$ cat src/rtl/uart_rx_fifo.sv
// uart_rx_fifo: receive FIFO between a UART receiver and a CPU register bus.
//
// Bytes strobed in by the receiver (with their stop-bit error flag) are
// queued while CTRL.en is set. The CPU pops them through the DATA register.
// A level interrupt fires when the fill level reaches a programmable
// threshold, or when a byte was dropped because the FIFO was full.
//
// Ports
//   clk_i           clock, all state on rising edge
//   rst_ni          asynchronous active-low reset
//   rx_data_i       received byte
//   rx_valid_i      one-cycle strobe qualifying rx_data_i / rx_frame_err_i
//   rx_frame_err_i  stop-bit error for the strobed byte
//   ren, we         bus read / write enables (both may be high together)
//   addr            byte address: 0x00 DATA, 0x04 STATUS, 0x08 CTRL
//   wdata           bus write data
//   rdata           combinational bus read data (0 when idle or unmapped)
//   intr_rx_o       registered level interrupt
module uart_rx_fifo #(
    parameter int DEPTH = 16
) (
    input  logic        clk_i,
    input  logic        rst_ni,
    input  logic [7:0]  rx_data_i,
    input  logic        rx_valid_i,
    input  logic        rx_frame_err_i,
    input  logic        ren,
    input  logic        we,
    input  logic [7:0]  addr,
    input  logic [31:0] wdata,
    output logic [31:0] rdata,
    output logic        intr_rx_o
);

    localparam int AW = (DEPTH > 1) ? $clog2(DEPTH) : 1;
    localparam int CW = AW + 1;

    localparam logic [7:0] ADDR_DATA   = 8'h00;
    localparam logic [7:0] ADDR_STATUS = 8'h04;
    localparam logic [7:0] ADDR_CTRL   = 8'h08;

    // Storage entry is {frame_err, byte}
    logic [8:0]    mem [DEPTH];
    logic [AW-1:0] rptr, wptr;
    logic [CW-1:0] count;
    logic          ovf;
    logic          en;
    logic [7:0]    thr;

    logic          empty, full;
    logic [9:0]    count_x;
    logic [9:0]    thr_eff;
    logic          thr_hit;
    logic [8:0]    head;

    logic          ctrl_wr, status_wr, flush;
    logic          push_req, push, pop;
    logic          unused_wdata;

    assign empty   = (count == '0);
    assign full    = (count == CW'(DEPTH));
    assign count_x = 10'(count);
    assign head    = mem[rptr];

    // A threshold of 0 behaves as 1, and anything past DEPTH could never be
    // reached, so it is clamped to DEPTH.
    always_comb begin
        thr_eff = 10'(thr);
        if (thr == 8'd0)
            thr_eff = 10'd1;
        else if (10'(thr) > 10'(DEPTH))
            thr_eff = 10'(DEPTH);
    end

    assign thr_hit = (count_x >= thr_eff);

    assign ctrl_wr   = we && (addr == ADDR_CTRL);
    assign status_wr = we && (addr == ADDR_STATUS);
    assign flush     = ctrl_wr && wdata[31];

    assign push_req = rx_valid_i && en;
    assign pop      = ren && (addr == ADDR_DATA) && !empty;
    // When full, a push only lands if a pop frees the slot in the same edge.
    assign push     = push_req && (!full || pop);

    // Only the CTRL and STATUS fields are decoded from the write data.
    assign unused_wdata = ^wdata[30:9];

    // Bus read mux
    always_comb begin
        rdata = 32'd0;
        if (ren) begin
            case (addr)
                ADDR_DATA:   rdata = {22'd0, empty, (empty ? 9'd0 : head)};
                ADDR_STATUS: rdata = {16'd0, count_x[7:0], 4'd0, ovf, thr_hit, full, empty};
                ADDR_CTRL:   rdata = {23'd0, thr, en};
                default:     rdata = 32'd0;
            endcase
        end
    end

    // Storage is deliberately not reset.
    always_ff @(posedge clk_i) begin
        if (push && !flush)
            mem[wptr] <= {rx_frame_err_i, rx_data_i};
    end

    always_ff @(posedge clk_i or negedge rst_ni) begin
        if (!rst_ni) begin
            rptr      <= '0;
            wptr      <= '0;
            count     <= '0;
            ovf       <= 1'b0;
            en        <= 1'b0;
            thr       <= 8'd1;
            intr_rx_o <= 1'b0;
        end else begin
            // Interrupt is derived from the current registered state, so it
            // follows any state change by one edge.
            intr_rx_o <= en && (thr_hit || ovf);

            if (flush) begin
                rptr  <= '0;
                wptr  <= '0;
                count <= '0;
            end else begin
                if (push)
                    wptr <= wptr + 1'b1;
                if (pop)
                    rptr <= rptr + 1'b1;
                case ({push, pop})
                    2'b10:   count <= count + 1'b1;
                    2'b01:   count <= count - 1'b1;
                    default: count <= count;
                endcase
            end

            // A fresh overflow wins over a clear in the same cycle so the
            // event is never lost.
            if (push_req && full && !pop && !flush)
                ovf <= 1'b1;
            else if (status_wr && wdata[3])
                ovf <= 1'b0;

            if (ctrl_wr) begin
                en  <= wdata[0];
                thr <= wdata[8:1];
            end
        end
    end

endmodule
$ cat config.mk
export PLATFORM = sky130hd
export DESIGN_NAME = uart_rx_fifo
export DESIGN_NICKNAME = d
export VERILOG_FILES = /design/src/rtl/uart_rx_fifo.sv
export SDC_FILE = /design/constraint.sdc
export NUM_CORES = 1
export LEC_CHECK = 0
export ABC_CLOCK_PERIOD_IN_PS = 2900
export BUFFER_PORTS_ARGS = -buffer_cell sky130_fd_sc_hd__buf_2
export CORE_MARGIN = 3
export CORE_UTILIZATION = 55
export DETAILED_ROUTE_END_ITERATION = 6
export HOLD_SLACK_MARGIN = 0.05
export PLACE_DENSITY = 0.74
export SYNTH_ARGS = -nofsm -noshare
export SYNTH_HDL_FRONTEND = slang
export SYNTH_SLANG_ARGS = --single-unit
$ cat constraint.sdc
create_clock -name clk_i -period 2.9 [get_ports clk_i]
set_input_delay 0.29 -clock clk_i [delete_from_list [all_inputs] [get_ports clk_i]]
set_output_delay 0.29 -clock clk_i [all_outputs]
set_load 0.1 [all_outputs]
==> out/metrics.yaml <==
sta:
  rsz0062_at_grt: "true"
  hold_viol_final: 0
  tightest_slew_ps: 669.3
  fin_crit_sh_pct: 99.89
  fin_tns_setup_ps: 0
  fin_crit_ps: 2897
  finClkSkew_ps: 6.455
  max_slew_margin_pct: 54.97
  maxSlewViolCount: 0
  fin_hold_ws_ps: 103.8
  setup_violations: 0
  fin_ws_ps: 3.262
  max_freq_mhz: 345.2
logic_synthesis:
  yosysWarnings: 0
  synth_area_leader_cell: "edfxtp_1"
  yosys-top-cells-count: "144 x edfxtp_1, 36 x mux4_2, 25 x nor2_1"
  synthMuxAreaShare_pct: 14.35
  synth-seq-cells: 168
  avgSynthCellArea_um2: 16.65
  synth_compound_area_share_pct: 5.294
  ys.flop_type: "edfxtp_1"
  yosys.area_share.simple_pct: 7.244
  synth_top_family_by_area: "multiplexers"
  synth_top_area_share_pct: 58.08
  synth_xor_area_share_pct: 0.9412
  synthesis.area_um2: 7445
  ys_top_cells_by_area: "edfxtp_1 58%, mux4_2 11%, dfrtp_1 7.7%"
  post-synth-top-count-cell: "edfxtp_1"
  synth_edf_count: 144
  synthAdderAreaFrac_pct: 2.454
  async_reset_ff_share_pct: 14.29
  synthCells: 447
  ys_types: 61
  seq_area_frac_synth_pct: 66.17
grt:
  track_usage_pct: 23.74
  antenna_found_initial: 0
  first_global_vias: 4442
  grt_pass1_wl_um: 25560
  grt_max_degree: 25
  grt-ovfl-total: 0
run:
  cap_violations: 0
worst_setup_path:
  cp_top_family: "compound AO/OA/AOI/OAI gates"
  slowest_delay_ps: 400
  cp_common_cell: "buf_4"
  required_ps: 2610
  crit_path_start_kind: "flip-flop"
  path_max_fanout: 4
  crit_path_end_kind: "output port"
  cp.arrival_ps: 2610
  path_class: "flip-flop to output port"
  cp.buffers_inverters: 3
  critPathSlowestCell: "dfrtp_1"
  worstPathCellList: "nor4_2, buf_4, buf_4, nand2_1, ha_4, a211oi_2, o21bai_1, a21oi_2, o221ai_2, buf_8"
power_and_ir_drop:
  p_switching_mw: 1.403
  intPower_mw: 4.314
  p_leak_nw: 3.186
  p_sw_share_pct: 24.54
  p_comb_share_pct: 12.5
  clock_power_share_pct: 39.7
  power_density_nw_per_um2: 637.0
  seqPwrFrac_pct: 47.9
  ir_worst_vdd_v: 0.0006570
clock_tree:
  cts-root-buf: "clkbuf_16"
  clk_pin_slew_ps: 70
  numCtsBuffers: 17
  htreeDepth: 4
  cts_tree: "done"
  insertion_delay_ps: 420
  numClockSinks: 168
  clock_path_buffers: 2
placement:
  dpl-instance-area_um2: 8153
  dp_hpwl_um: 10640
  port_buffers: 45
  place_ws_ps: 132.4
  gp_congestion: 0.9051
drt:
  drc: 0
  avgRoutedWirePerCell_um: 22.72
  routed_via_density: 6.029
  initialDrtViolationCount: 488
  via_count: 4389
  ant_nets: 0
  detailedRoute.firstPassIterationCount: 5
  wirelength_um: 16540
cells_and_area:
  fin_nets: 611
  diodes: 0
  synthToLayoutAreaGrowth_pct: 20.54
  final_area_um2: 8974
  drive_gt1_share_pct: 37.95
  fin_util_pct: 69.42
floorplanning:
  die_y_um: 122.3
  coreArea_um2: 12930
  std_cell_rows: 41
  die_x_um: 122.3
  io_pins: 87
  initial_utilization_pct: 57.59
  die-area_um2: 14970
outcome:
  outcome: "finished, final reports clean"
worst_hold_path:
  hold_class: "input port to flip-flop"
==> through the flow <==
stage                     cells  total power [mW]
after floorplan             465             3.243
after global placement      686             3.391
after detailed placement    686             3.417
after CTS                   724             5.693
after global routing        728             5.937
final                       728             5.716
==> sequential cells by signal (all words and copies together) (netlist names) <==
register / flops
count: 5
mem: 144
en: 1
rptr: 4
intr_rx_o: 1
wptr: 4
thr: 8
ovf: 1
==> final timing paths <==
path | from | end | slack [ps] | cells after the start
setup / recovery | thr[7]$_DFFE_PN0P_ | rdata[2] | 3 | 10
hold / removal | wdata[7] | thr[6]$_DFFE_PN0P_ | 100 | 2
setup reg to reg | count[0]$_DFFE_PN0P_ | mem[6][2]$_DFFE_PP_ | 300 | 7
hold reg to reg | ovf$_DFFE_PN0P_ | intr_rx_o$_DFF_PN0_ | 560 | 2
max in group asynchronous | rst_ni | rptr[0]$_DFFE_PN0P_ | 2100 | 2
min in group asynchronous | rst_ni | count[0]$_DFFE_PN0P_ | 400 | 2
==> timing repair <==
action / in CTS / in global routing
gates cloned: 1 / 0
hold endpoints to repair: 23 / 0
hold buffers: 1 / 0
endpoints found under the setup margin: 8 / 9
pin swaps: 3 / 5
setup buffers: 4 / 4
resized for setup: 12 / 14
==> logic make-up (layout without fill, tap and decap cells) <==
family / Yosys count / in the layout
xor+xnor: 8 / 8
fa+ha+maj: 14 / 14
flops: 168 / 168
simple gates: 95 / 95
other cells: 1 / 19
buf+inv: 47 / 138
mux: 60 / 60
compound gates: 54 / 54
==> cell usage in the layout, fill, tap and decap left out, types with 8 or more instances in the layout <==
master | netlist | routed
edfxtp_1 | 144 | 144
buf_4 | 19 | 48
buf_2 | 6 | 37
mux4_2 | 36 | 36
nor2_1 | 25 | 25
dfrtp_1 | 23 | 21
conb_1 | 1 | 19
nand2_1 | 17 | 17
clkbuf_16 | 0 | 17
mux2_2 | 14 | 14
ha_1 | 13 | 12
a21oi_1 | 15 | 11
nand3_1 | 10 | 10
mux2i_1 | 10 | 8
nor3_1 | 8 | 8
==> layer usage <==
metal  vias up  share of wire [%]  track usage, %  wire (um)
met1      2224                 40           32.12       6661
met2       212                 51           38.72       8414
met3        14                7.8           6.498       1291
li1       1939                  -               -          -
met4         0                1.1           6.088        176
met5         -                  0               0          0
==> area by class of cell <==
class,instances,area (um^2)
Sequential cell,168,4928
Fill cell,827,3954
Multi-Input combinational cell,250,2434
Timing Repair Buffer,98,759.5
Clock buffer,17,425.4
Tap cell,172,215.2
Clock inverter,15,176.4
Inverter,8,35.03
==> power groups by stage <==
stage | Clock [mW] | Sequential, mW | Combinational (mW)
after floorplan | 0 | 2.77 | 0.475
after global placement | 0 | 2.78 | 0.609
after detailed placement | 0 | 2.79 | 0.631
after CTS | 2.30 | 2.74 | 0.657
after global routing | 2.42 | 2.75 | 0.776
final | 2.27 | 2.74 | 0.712
No activity file was read; power rests on OpenSTA's default activity.
